## src/rtl/fwd_pkg.sv

```systemverilog
// Shared types and constants for the decode-stage forwarding tracker.
// Load-use stall generation is enabled by defining FWD_LOAD_STALL_EN.
package fwd_pkg;

  localparam int unsigned DATA_W      = 16;
  localparam int unsigned REG_W       = 3;
  localparam int unsigned STALL_CNT_W = 16;

  // Width of one slot field in Forwarding_vector: {valid, reg}
  localparam int unsigned SLOT_FW_W = REG_W + 1;
  localparam int unsigned EX_OFF    = 0;
  localparam int unsigned MEM_OFF   = 4;
  localparam int unsigned WB_OFF    = 8;
  localparam int unsigned VEC_W     = 3 * SLOT_FW_W;

  typedef struct packed {
    logic             valid;
    logic             load;
    logic [REG_W-1:0] regsel;
  } fwd_slot_t;

  localparam fwd_slot_t FWD_BUBBLE = '{valid: 1'b0, load: 1'b0, regsel: '0};

  // Packs a slot into its forwarding field; EX hides loads whose data is not ready yet.
  function automatic logic [SLOT_FW_W-1:0] fwd_field(fwd_slot_t s, logic mask_load);
    return {s.valid & ~(mask_load & s.load), s.regsel};
  endfunction

endpackage

```

## src/rtl/fwd_tracker_if.sv

```systemverilog
// Decode/pipeline-facing bus of the forwarding tracker.
// master = pipeline/decode side, slave = fwd_tracker.
interface fwd_tracker_if;
  import fwd_pkg::*;

  logic [REG_W-1:0]       Dec_write_reg;
  logic                   Dec_regwrite;
  logic                   Dec_validfwd;
  logic                   Dec_memread;
  logic [REG_W-1:0]       Dec_read1_sel;
  logic [REG_W-1:0]       Dec_read2_sel;
  logic                   Dec_read1_used;
  logic                   Dec_read2_used;
  logic                   Stall_in;
  logic                   Flush;
  logic [DATA_W-1:0]      Ex_result;
  logic [DATA_W-1:0]      Mem_result;
  logic [DATA_W-1:0]      Wb_result;
  logic [VEC_W-1:0]       Forwarding_vector;
  logic [3*DATA_W-1:0]    Forwarding_data;
  logic                   Load_use_stall;
  logic [STALL_CNT_W-1:0] Stall_count;
  logic                   err;

  modport master (
    output Dec_write_reg, Dec_regwrite, Dec_validfwd, Dec_memread,
           Dec_read1_sel, Dec_read2_sel, Dec_read1_used, Dec_read2_used,
           Stall_in, Flush, Ex_result, Mem_result, Wb_result,
    input  Forwarding_vector, Forwarding_data, Load_use_stall, Stall_count, err
  );

  modport slave (
    input  Dec_write_reg, Dec_regwrite, Dec_validfwd, Dec_memread,
           Dec_read1_sel, Dec_read2_sel, Dec_read1_used, Dec_read2_used,
           Stall_in, Flush, Ex_result, Mem_result, Wb_result,
    output Forwarding_vector, Forwarding_data, Load_use_stall, Stall_count, err
  );

endinterface

```

## src/rtl/fwd_slot.sv

```systemverilog
// One pipeline slot register: sync reset, hold enable, bubble insertion.
module fwd_slot
  import fwd_pkg::*;
(
  input  logic      clk,
  input  logic      rst,
  input  logic      hold,
  input  logic      bubble,
  input  fwd_slot_t slot_in,
  output fwd_slot_t slot_q
);

  fwd_slot_t slot_d;

  always_comb begin
    slot_d = slot_q;
    if (!hold) begin
      slot_d = bubble ? FWD_BUBBLE : slot_in;
    end
  end

  always_ff @(posedge clk) begin
    if (rst) begin
      slot_q <= FWD_BUBBLE;
    end else begin
      slot_q <= slot_d;
    end
  end

endmodule

```

## src/rtl/fwd_tracker.sv

```systemverilog
// Tracks in-flight register writes through EX/MEM/WB and drives forwarding info to decode.
// Optional load-use stall and stall counter enabled by FWD_LOAD_STALL_EN.
module fwd_tracker
  import fwd_pkg::*;
(
  input  logic          clk,
  input  logic          rst,
  fwd_tracker_if.slave  bus
);

  fwd_slot_t dec_entry_c;
  fwd_slot_t ex_q;
  fwd_slot_t mem_q;
  fwd_slot_t wb_q;
  logic      load_use_stall_c;
  logic      ex_bubble_c;

  always_comb begin
    dec_entry_c = '{valid:  bus.Dec_regwrite & bus.Dec_validfwd,
                    load:   bus.Dec_memread,
                    regsel: bus.Dec_write_reg};
  end

  // Stall and flush both replace the decode entry with a bubble; Stall_in overrides via hold.
  assign ex_bubble_c = load_use_stall_c | bus.Flush;

  fwd_slot u_ex (
    .clk     (clk),
    .rst     (rst),
    .hold    (bus.Stall_in),
    .bubble  (ex_bubble_c),
    .slot_in (dec_entry_c),
    .slot_q  (ex_q)
  );

  fwd_slot u_mem (
    .clk     (clk),
    .rst     (rst),
    .hold    (bus.Stall_in),
    .bubble  (1'b0),
    .slot_in (ex_q),
    .slot_q  (mem_q)
  );

  fwd_slot u_wb (
    .clk     (clk),
    .rst     (rst),
    .hold    (bus.Stall_in),
    .bubble  (1'b0),
    .slot_in (mem_q),
    .slot_q  (wb_q)
  );

`ifdef FWD_LOAD_STALL_EN
  logic                   src_hit_c;
  logic [STALL_CNT_W-1:0] stall_count_q;
  logic [STALL_CNT_W-1:0] stall_count_d;

  always_comb begin
    src_hit_c = (bus.Dec_read1_used & (bus.Dec_read1_sel == ex_q.regsel)) |
                (bus.Dec_read2_used & (bus.Dec_read2_sel == ex_q.regsel));
    load_use_stall_c = ex_q.valid & ex_q.load & ~bus.Flush & src_hit_c;
  end

  // Saturating count of stall cycles actually taken (frozen cycles do not count).
  always_comb begin
    stall_count_d = stall_count_q;
    if (load_use_stall_c && !bus.Stall_in && (stall_count_q != '1)) begin
      stall_count_d = stall_count_q + STALL_CNT_W'(1);
    end
  end

  always_ff @(posedge clk) begin
    if (rst) begin
      stall_count_q <= '0;
    end else begin
      stall_count_q <= stall_count_d;
    end
  end

  assign bus.Stall_count = stall_count_q;
`else
  logic unused_dec_src;

  assign load_use_stall_c = 1'b0;
  assign bus.Stall_count  = '0;
  assign unused_dec_src   = ^{bus.Dec_read1_sel, bus.Dec_read2_sel,
                              bus.Dec_read1_used, bus.Dec_read2_used};
`endif

  always_comb begin
    bus.Forwarding_vector = '0;
    bus.Forwarding_vector[EX_OFF  +: SLOT_FW_W] = fwd_field(ex_q,  1'b1);
    bus.Forwarding_vector[MEM_OFF +: SLOT_FW_W] = fwd_field(mem_q, 1'b0);
    bus.Forwarding_vector[WB_OFF  +: SLOT_FW_W] = fwd_field(wb_q,  1'b0);
  end

  assign bus.Forwarding_data = {bus.Wb_result, bus.Mem_result, bus.Ex_result};
  assign bus.Load_use_stall  = load_use_stall_c;
  assign bus.err             = bus.Stall_in & bus.Flush;

endmodule

```

## src/flat_wrapper.sv

```systemverilog
// flat-port wrapper written by rule: the top's interface ports become plain ports
module fwd_tracker_flat import fwd_pkg::*;
  (clk, rst, bus_Dec_write_reg, bus_Dec_regwrite, bus_Dec_validfwd, bus_Dec_memread, bus_Dec_read1_sel, bus_Dec_read2_sel, bus_Dec_read1_used, bus_Dec_read2_used, bus_Stall_in, bus_Flush, bus_Ex_result, bus_Mem_result, bus_Wb_result, bus_Forwarding_vector, bus_Forwarding_data, bus_Load_use_stall, bus_Stall_count, bus_err);
  fwd_tracker_if bus_i ();
  input  logic clk;
  input  logic rst;
  input wire logic [$bits(bus_i.Dec_write_reg)-1:0] bus_Dec_write_reg;
  input wire logic [$bits(bus_i.Dec_regwrite)-1:0] bus_Dec_regwrite;
  input wire logic [$bits(bus_i.Dec_validfwd)-1:0] bus_Dec_validfwd;
  input wire logic [$bits(bus_i.Dec_memread)-1:0] bus_Dec_memread;
  input wire logic [$bits(bus_i.Dec_read1_sel)-1:0] bus_Dec_read1_sel;
  input wire logic [$bits(bus_i.Dec_read2_sel)-1:0] bus_Dec_read2_sel;
  input wire logic [$bits(bus_i.Dec_read1_used)-1:0] bus_Dec_read1_used;
  input wire logic [$bits(bus_i.Dec_read2_used)-1:0] bus_Dec_read2_used;
  input wire logic [$bits(bus_i.Stall_in)-1:0] bus_Stall_in;
  input wire logic [$bits(bus_i.Flush)-1:0] bus_Flush;
  input wire logic [$bits(bus_i.Ex_result)-1:0] bus_Ex_result;
  input wire logic [$bits(bus_i.Mem_result)-1:0] bus_Mem_result;
  input wire logic [$bits(bus_i.Wb_result)-1:0] bus_Wb_result;
  output wire logic [$bits(bus_i.Forwarding_vector)-1:0] bus_Forwarding_vector;
  output wire logic [$bits(bus_i.Forwarding_data)-1:0] bus_Forwarding_data;
  output wire logic [$bits(bus_i.Load_use_stall)-1:0] bus_Load_use_stall;
  output wire logic [$bits(bus_i.Stall_count)-1:0] bus_Stall_count;
  output wire logic [$bits(bus_i.err)-1:0] bus_err;
  assign bus_i.Dec_write_reg = bus_Dec_write_reg;
  assign bus_i.Dec_regwrite = bus_Dec_regwrite;
  assign bus_i.Dec_validfwd = bus_Dec_validfwd;
  assign bus_i.Dec_memread = bus_Dec_memread;
  assign bus_i.Dec_read1_sel = bus_Dec_read1_sel;
  assign bus_i.Dec_read2_sel = bus_Dec_read2_sel;
  assign bus_i.Dec_read1_used = bus_Dec_read1_used;
  assign bus_i.Dec_read2_used = bus_Dec_read2_used;
  assign bus_i.Stall_in = bus_Stall_in;
  assign bus_i.Flush = bus_Flush;
  assign bus_i.Ex_result = bus_Ex_result;
  assign bus_i.Mem_result = bus_Mem_result;
  assign bus_i.Wb_result = bus_Wb_result;
  assign bus_Forwarding_vector = bus_i.Forwarding_vector;
  assign bus_Forwarding_data = bus_i.Forwarding_data;
  assign bus_Load_use_stall = bus_i.Load_use_stall;
  assign bus_Stall_count = bus_i.Stall_count;
  assign bus_err = bus_i.err;
  fwd_tracker u_core (.clk(clk), .rst(rst), .bus(bus_i));
endmodule
```

## config.mk

```make
export PLATFORM = sky130hd
export DESIGN_NAME = fwd_tracker_flat
export DESIGN_NICKNAME = d
export VERILOG_FILES = /design/src/rtl/fwd_pkg.sv /design/src/rtl/fwd_tracker_if.sv /design/src/rtl/fwd_slot.sv /design/src/rtl/fwd_tracker.sv /design/src/flat_wrapper.sv
export SDC_FILE = /design/constraint.sdc
export NUM_CORES = 1
export LEC_CHECK = 0
export BUFFER_PORTS_ARGS = -buffer_cell sky130_fd_sc_hd__buf_4
export CAP_MARGIN = 30
export CORE_UTILIZATION = 32
export CTS_CLUSTER_SIZE = 30
export DETAILED_ROUTE_END_ITERATION = 8
export MAX_ROUTING_LAYER = met4
export PLACE_DENSITY = 0.87
export SLEW_MARGIN = 15
export SYNTH_ARGS = -nofsm -noshare
export SYNTH_HDL_FRONTEND = slang
export SYNTH_SLANG_ARGS = --single-unit
```

## constraint.sdc

```tcl
create_clock -name clk -period 2.2 [get_ports clk]
set_input_delay 0.55 -clock clk [delete_from_list [all_inputs] [get_ports clk]]
set_output_delay 0.55 -clock clk [all_outputs]
set_load 0.1 [all_outputs]
```

==> run summary, run 1 <==
status: finished clean
Worst Path Max Fanout: 19
via-per-instance ratio: 3.71
number of port buffers: 22
Final Instance Area: 786 um2
RSZ-0062 raised after global routing: false
clk_lat worst skew: 0.27 ns
worst IR drop on VDD: 134 uV
Seq/Total Area, Yosys: 25.8%
reg-to-reg endpoint: u_core.u_mem.slot_q[1]
post-CTS setup repair buffer count: 0
final hold violation count: 0
clock buffer depth: 2
Sink Count: 13
PD cells: 754 nW/um2
worst reg2reg path depth: 2
Mapped Avg Cell Area: 8.56 um2
GR Overflow Total: 0
row cnt: 20
H-tree lvl count: 1
period utilisation layout: 80.2%
fillers: 345
worst clock skew: 0.000194 ns
wire per inst: 9.41 um
total wire length: 1250 um
number of distinct library cells after synthesis: 13
crit-path cells: buf_4, and2_1, buf_4
number of global-route vias before repair: 410
Min-Delay Startpoint: u_core.u_ex.slot_q[1]
gp weighted congestion: 0.613
share of layout cells above drive strength 1: 29.2%
Clock Tree Root: clkbuf_4
Worst path slowest cell: buf_4
Total Routing Usage GR: 7.51%
1st-pass router iterations: 4
DIE HEIGHT: 58.2 um
HPWL after detailed placement: 939 um
Num CTS Buffers: 3
Ports: 144
DR iter-0 viols: 23
crit path kind: input port to output pin
clock edge transition at the registers on the reported setup and hold paths: 0.07 ns
fmax: 566 MHz
slowest stage delay, CP: 0.28 ns
Synth Cell Area: 1010 um2
Worst EP arrival: 1.22 ns
Max-Cap Viols: 0
Leak: 0.375 nW
PostCTS Resize Cnt: 0
hold path depth: 2
first-pass GRT wire length: 1800 um
final antenna-violating net count: 0
WP data required: 1.65 ns
multi-input logic area: 279 um2
Inserted Diodes: 0
Nets: 156
hold_buf cts: 0
Area Overhead vs Synth: -22.2%
Total Neg Setup Slack: 0 ns
routed vias: 494
synth warn: 0
die area: 3380 um2
Yosys reg bits: 13
max-slew violations: 0
startpoint types: input port
CTS tree: yes
Tmin final: 1.77 ns
final setup vio count: 0
initial antenna violation count: 0
Crit. End Element: output pin
Die Wd: 58.2 um
Initial Utilization: 33.3%
Mapped Cells: 118
flop2flop setup slack: 1.59 ns
hold worst-path end: u_core.u_ex.slot_q[1]
Area after DPL: 759 um2
Residual DRC: 0
largest net degree at the start of global routing: 20
cell mode on critical path: buf_4
Storage cell area: 260 um2
reg-to-reg startpoint: u_core.u_mem.slot_q[1]
HP Class: flip-flop to flip-flop
Core Box Area: 3030 um2
-- area by class of cell --
cell class | count | share of cell area [%]
Clock buffer | 4 | 3.34
Multi-Input combinational cell | 50 | 35.5
Sequential cell | 13 | 33.1
Tap cell | 44 | 7.01
Timing Repair Buffer | 22 | 21.0
-- worst max-delay path by stage --
| stage | end | slack, ns | from |
|---|---|---|---|
| after CTS | bus_err | 0.42 | bus_Stall_in |
| after global routing | bus_err | 0.40 | bus_Stall_in |
| after global placement | bus_err | 0.43 | bus_Stall_in |
| after detailed placement | bus_err | 0.42 | bus_Stall_in |
| after floorplan | bus_err | 0.06 | bus_Stall_in |
| final | bus_err | 0.43 | bus_Stall_in |
-- synth_stat cells, drive strengths merged --
cell type	n	area share [%]
a21oi	5	2.5
and2	1	0.62
conb	1	0.37
nand4bb	1	1.1
buf	71	53
nand2	5	1.9
dfxtp	13	26
nor2	8	3.0
or3b	4	3.5
nor2b	1	0.62
mux2i	8	7.9
-- cells in the final DEF, fill, tap and decap left out --
cell type / n
nor2b_2: 1
nand4bb_1: 1
buf_4: 22
or3b_1: 4
clkbuf_4: 3
mux2i_1: 8
nor2_1: 8
conb_1: 17
a21oi_1: 5
nand2_1: 5
clkbuf_1: 1
dfxtp_1: 13
and2_1: 1
-- worst max-delay path, delay by kind of cell --
kind	cells	cell delay, ns
and+or+nand+nor	1	0.16
buffers and inverters	2	0.50
-- kinds of logic after synthesis --
group	after synthesis	synth area share [%]
AO/OA/AOI/OAI	5	2.48
buffers and inverters	71	52.8
flip-flops	13	25.8
multiplexers	8	7.93
other	1	0.371
AND/OR/NAND/NOR	20	10.7
-- registers in the layout, indices dropped and copies added (netlist names) --
register	count
u_core.u_ex.slot_q	5
u_core.u_wb.slot_q	4
u_core.u_mem.slot_q	4
-- metrics by stage --
| stage | hold WS [ns] | cells | utilization [%] | worst slack [ns] | power (mW) |
|---|---|---|---|---|---|
| 2_1_floorplan | 0.439 | 134 | - | 0.0626 | 0.873 |
| 3_3_place_gp | 0.458 | 129 | 25.1 | 0.430 | 0.456 |
| 3_5_place_dp | 0.467 | 129 | 25.1 | 0.425 | 0.457 |
| 4_1_cts | 0.478 | 133 | 26.0 | 0.424 | 0.600 |
| 5_1_grt | 0.495 | 133 | 26.0 | 0.405 | 0.620 |
| 6_report | 0.472 | 133 | 26.0 | 0.435 | 0.593 |
-- power breakdown --
group / internal [mW] / switching, mW / total (mW)
Clock: 0.0701 / 0.0713 / 0.141
Combinational: 0.0258 / 0.182 / 0.207
Sequential: 0.240 / 0.00344 / 0.244
Total: 0.336 / 0.256 / 0.593
-- metal layers --
| layer | vias to the layer above | track usage (%) | routed length [um] |
|---|---|---|---|
| li1 | 228 | - | - |
| met4 | 0 | 9.86 | 71 |
| met5 | - | - | 0 |
| met3 | 11 | 4.02 | 191 |
| met2 | 51 | 9.85 | 522 |
| met1 | 204 | 6.76 | 466 |
Power figures use the tool's default switching activity.
==> run 2, diff against run 1 <==
--- a/config.mk
+++ b/config.mk
@@ -7,11 +7,11 @@
 export LEC_CHECK = 0
 export BUFFER_PORTS_ARGS = -buffer_cell sky130_fd_sc_hd__buf_4
 export CAP_MARGIN = 30
-export CORE_UTILIZATION = 32
+export CORE_UTILIZATION = 27
 export CTS_CLUSTER_SIZE = 30
 export DETAILED_ROUTE_END_ITERATION = 8
 export MAX_ROUTING_LAYER = met4
-export PLACE_DENSITY = 0.87
+export PLACE_DENSITY = 0.78
 export SLEW_MARGIN = 15
 export SYNTH_ARGS = -nofsm -noshare
 export SYNTH_HDL_FRONTEND = slang
==> constraint.sdc (replaced) <==
create_clock -name clk -period 1.55 [get_ports clk]
set_input_delay 0.3875 -clock clk [delete_from_list [all_inputs] [get_ports clk]]
set_output_delay 0.3875 -clock clk [all_outputs]
set_load 0.1 [all_outputs]
==> run summary, run 2 (synthesized netlist as in run 1, its figures left out) <==
Area after DPL: 778 um2
Total Neg Setup Slack: 0 ns
Sink Count: 13
Worst Path Max Fanout: 3
Worst EP arrival: 1.01 ns
period utilisation layout: 90.4%
worst setup path endpoint: bus_Forwarding_vector[3]
routed vias: 516
H-tree lvl count: 1
initial antenna violation count: 0
PD cells: 1140 nW/um2
die area: 3990 um2
Clock Tree Root: clkbuf_8
final antenna-violating net count: 0
worst IR drop on VDD: 224 uV
Die Wd: 63.2 um
Core Box Area: 3470 um2
post-CTS setup repair buffer count: 0
Initial Utilization: 29.1%
Leak: 0.396 nW
Largest Register: u_core.u_ex.slot_q
Final WS setup: 0.149 ns
final hold violation count: 0
DR iter-0 viols: 13
status: finished clean
DIE HEIGHT: 63.2 um
startpoint types: flip-flop
largest net degree at the start of global routing: 14
Ports: 144
worst reg2reg path depth: 2
Crit. End Element: output pin
launch point of the worst path: u_core.u_ex.slot_q[4]
worst clock skew: 0.00210 ns
Largest regs: u_core.u_ex.slot_q (5), u_core.u_mem.slot_q (4), u_core.u_wb.slot_q (4)
Total Routing Usage GR: 7.67%
PostCTS Resize Cnt: 0
clock buffer depth: 2
reg-to-reg endpoint: u_core.u_mem.slot_q[0]
via-per-instance ratio: 3.77
Nets: 158
commonest non-fill, non-tap cell in the layout: buf_4
WP data required: 1.16 ns
gp weighted congestion: 0.622
HP Class: input port to flip-flop
GR Overflow Total: 0
max-slew violations: 0
CTS tree: yes
number of global-route vias before repair: 459
first-pass GRT wire length: 2240 um
Max-Cap Viols: 0
Inserted Diodes: 0
Tmin final: 1.40 ns
1st-pass router iterations: 2
HPWL after detailed placement: 1170 um
reg-to-reg startpoint: u_core.u_ex.slot_q[0]
Num CTS Buffers: 3
Area Overhead vs Synth: -18.3%
crit path kind: flip-flop to output pin
RSZ-0062 raised after global routing: false
final setup vio count: 0
flop2flop setup slack: 0.93 ns
commonest cells after routing, fill and taps aside: buf_4, conb_1, dfxtp_1, mux2i_1, nor2_1
Residual DRC: 0
wire per inst: 11.3 um
number of port buffers: 22
Final Instance Area: 825 um2
clk_lat worst skew: 0.24 ns
hold_buf cts: 0
clock edge transition at the registers on the reported setup and hold paths: 0.06 ns
fmax: 714 MHz
share of layout cells above drive strength 1: 33.0%
total power: 0.940 mW
total wire length: 1550 um
max reg flops: 5
row cnt: 21
pre-CTS setup slack: 0.174 ns
-- run 2: cell count changes in the layout (fill, tap and decap cells not counted) --
cell,before,now
buf_4,22,24
clkbuf_4,3,0
clkbuf_8,0,3
clkbuf_1,1,0
and2_2,0,1
and2_1,1,0
clkinv_2,0,1
-- run 2: final cells by class --
class	instances	area [um2]
fill	393	2640
tap	46	57.6
timing repair buffer	24	180
clock inverter	1	5.00
multi-input combinational	50	280
sequential	13	260
clock buffer	3	41.3
-- run 2: stage by stage --
step | std cells | hold WS [ns] | util, %
finish | 137 | 0.429 | 23.8
global route | 137 | 0.429 | 23.8
CTS | 137 | 0.424 | 23.8
detailed placement | 133 | 0.472 | 22.4
global placement | 133 | 0.462 | 22.4
floorplan | 134 | 0.439 | -
-- run 2: layer usage --
metal  global-route usage, %  vias up  routed length, um
met4                    8.14        0                 90
met1                    7.31      219                599
met2                    10.8       43                636
met3                    3.80       18                228
met5                       -        -                  0
li1                        -      236                  -
-- run 2: worst min-delay path by stage --
| stage | endpoint | startpoint | cells past startpoint | slack (ns) |
|---|---|---|---|---|
| final | u_core.u_ex.slot_q[1] | rst | 2 | 0.43 |
| after global routing | u_core.u_ex.slot_q[1] | rst | 2 | 0.43 |
| after CTS | u_core.u_ex.slot_q[1] | rst | 2 | 0.42 |
| after detailed placement | u_core.u_ex.slot_q[3] | u_core.u_ex.slot_q[3] | 2 | 0.47 |
| after global placement | u_core.u_ex.slot_q[3] | u_core.u_ex.slot_q[3] | 2 | 0.46 |
| after floorplan | u_core.u_ex.slot_q[1] | u_core.u_ex.slot_q[1] | 2 | 0.44 |
-- run 2: critical path: stages, from the launching register on --
cell and delay [ns]:
dfxtp_1 0.34, nor2b_2 0.15, buf_4 0.29
-- run 2: where the power goes --
| group | switching, mW | internal [mW] | leakage, nW |
|---|---|---|---|
| clock network | 0.116 | 0.177 | 0.0255 |
| logic | 0.261 | 0.0400 | 0.265 |
| registers | 0.00488 | 0.342 | 0.105 |
| total | 0.382 | 0.559 | 0.396 |
==> run 3, diff against run 2 <==
--- a/config.mk
+++ b/config.mk
@@ -5,14 +5,16 @@
 export SDC_FILE = /design/constraint.sdc
 export NUM_CORES = 1
 export LEC_CHECK = 0
+export ABC_AREA = 1
 export BUFFER_PORTS_ARGS = -buffer_cell sky130_fd_sc_hd__buf_4
 export CAP_MARGIN = 30
-export CORE_UTILIZATION = 27
+export CORE_UTILIZATION = 28
 export CTS_CLUSTER_SIZE = 30
 export DETAILED_ROUTE_END_ITERATION = 8
 export MAX_ROUTING_LAYER = met4
-export PLACE_DENSITY = 0.78
+export PLACE_DENSITY = 0.8
 export SLEW_MARGIN = 15
 export SYNTH_ARGS = -nofsm -noshare
 export SYNTH_HDL_FRONTEND = slang
+export SYNTH_HIERARCHICAL = 1
 export SYNTH_SLANG_ARGS = --single-unit
==> run summary, run 3 <==
Min Hold Slack: 0.360 ns
Residual DRC: 0
worst reg2reg path depth: 2
Clk pwr share: 25.0%
synth warn: 6
routed vias: 561
Crit. End Element: output pin
1st-pass router iterations: 3
Num CTS Buffers: 3
total power: 0.840 mW
Switching Fraction: 44.4%
flop2flop setup slack: 0.92 ns
Leak: 0.364 nW
period utilisation layout: 92.5%
worst clock skew: 0.00286 ns
Net Sw Power: 0.373 mW
WP data required: 1.16 ns
row cnt: 21
Core Box Area: 3340 um2
GR Overflow Total: 0
die area: 3720 um2
PD cells: 1040 nW/um2
clock buffer depth: 2
final hold violation count: 0
hold_buf cts: 0
hold path depth: 3
Final Instance Area: 811 um2
PostCTS Resize Cnt: 0
wire per inst: 9.78 um
Total Routing Usage GR: 8.35%
HP Class: input port to flip-flop
Clock Tree Root: clkbuf_4
commonest non-fill, non-tap cell in the layout: nand2_1
Mapped Avg Cell Area: 7.66 um2
Ports: 144
Inserted Diodes: 0
post-CTS setup repair buffer count: 0
total wire length: 1500 um
Total Neg Setup Slack: 0 ns
internal power: 0.467 mW
commonest cells after routing, fill and taps aside: nand2_1, buf_4, conb_1, a21oi_1, dfxtp_1
Gate power share: 34.1%
fillers: 375
Storage cell area: 260 um2
launch point of the worst path: u_core/u_ex/slot_q[4]
Area Overhead vs Synth: -16.7%
DIE HEIGHT: 61.0 um
RSZ-0062 raised after global routing: false
final antenna-violating net count: 0
Synth Cell Area: 973 um2
Largest Register: u_core/u_ex/slot_q
Mapped Cells: 127
Nets: 174
max-slew violations: 0
Worst EP arrival: 1.05 ns
clk_lat worst skew: 0.27 ns
Max-Cap Viols: 0
crit-path cells: inv_1, nor2_2, buf_4
status: finished clean
Sink Count: 13
initial antenna violation count: 0
H-tree lvl count: 1
fmax: 698 MHz
Tmin final: 1.43 ns
Largest regs: u_core/u_ex/slot_q (5), u_core/u_mem/slot_q (4), u_core/u_wb/slot_q (4)
worst IR drop on VDD: 451 uV
startpoint types: flip-flop
CTS tree: yes
crit path kind: flip-flop to output pin
Die Wd: 61.0 um
Seq pwr share: 40.9%
Initial Utilization: 29.2%
share of layout cells above drive strength 1: 29.0%
largest net degree at the start of global routing: 17
via-per-instance ratio: 3.67
Worst path slowest cell: dfxtp_1
first-pass GRT wire length: 2170 um
worst setup path endpoint: bus_Forwarding_vector[3]
number of global-route vias before repair: 454
final setup vio count: 0
clock edge transition at the registers on the reported setup and hold paths: 0.08 ns
DR iter-0 viols: 8
gp weighted congestion: 0.646
Worst Path Max Fanout: 3
HPWL after detailed placement: 1150 um
multi-input logic area: 282 um2
slowest stage delay, CP: 0.36 ns
Area after DPL: 783 um2
max reg flops: 5
reg-to-reg endpoint: u_core/u_mem/slot_q[1]
reg-to-reg startpoint: u_core/u_mem/slot_q[1]
number of port buffers: 22
-- run 3: cell count changes in the layout (fill, tap and decap cells not counted), sizes merged, moves of 2 or more --
| cell | delta |
|---|---|
| a21oi | +8 |
| conb | +2 |
| inv | +3 |
| mux2i | -8 |
| nand2 | +23 |
| nor2 | -4 |
| or3b | -4 |
-- run 3: area by class of cell --
type	count	share of cell area, %
Timing Repair Buffer	23	21.3
Sequential cell	13	32.1
Clock inverter	1	0.617
Multi-Input combinational cell	64	34.7
Clock buffer	3	2.78
Tap cell	46	7.10
Inverter	3	1.39
-- run 3: how the worst min path moves through the flow --
| stage | from | endpoint | slack, ns |
|---|---|---|---|
| after floorplan | u_core/u_ex/slot_q[4] | u_core/u_mem/slot_q[4] | 0.45 |
| after global placement | u_core/u_wb/slot_q[2] | u_core/u_wb/slot_q[2] | 0.44 |
| after detailed placement | u_core/u_wb/slot_q[2] | u_core/u_wb/slot_q[2] | 0.45 |
| after CTS | bus_Dec_write_reg[1] | u_core/u_ex/slot_q[1] | 0.35 |
| after global routing | bus_Dec_write_reg[2] | u_core/u_ex/slot_q[2] | 0.35 |
| final | bus_Dec_write_reg[2] | u_core/u_ex/slot_q[2] | 0.36 |
-- run 3: routing by layer --
metal | vias to the layer above | GRT usage, % | wire (um) | part of all wire [%]
met3 | 22 | 4.26 | 161 | 11
met1 | 222 | 8.74 | 597 | 40
met4 | 0 | 9.09 | 118 | 7.9
met2 | 48 | 10.5 | 620 | 41
met5 | - | - | 0 | 0
li1 | 269 | - | - | -
-- run 3: critical path: cells and delay by family, from the launching register on --
kind,cells,cell delay (ns)
buf+inv,2,0.35
simple gates,1,0.07
flops,1,0.36
-- run 3: per-stage QoR --
| stage | instances | util [%] | setup WS [ns] |
|---|---|---|---|
| global route | 153 | 24.3 | 0.0666 |
| global placement | 149 | 23.5 | 0.301 |
| detailed placement | 149 | 23.5 | 0.294 |
| finish | 153 | 24.3 | 0.117 |
| CTS | 153 | 24.3 | 0.0953 |
| floorplan | 145 | - | 0.0149 |
-- run 3: power by group through the flow --
| stage | logic [mW] | registers [mW] | clock network, mW |
|---|---|---|---|
| 3_3_place_gp | 0.286 | 0.352 | 0 |
| 4_1_cts | 0.286 | 0.344 | 0.221 |
| 5_1_grt | 0.297 | 0.345 | 0.235 |
| 2_1_floorplan | 0.829 | 0.382 | 0 |
| 6_report | 0.286 | 0.344 | 0.210 |
| 3_5_place_dp | 0.286 | 0.352 | 0 |
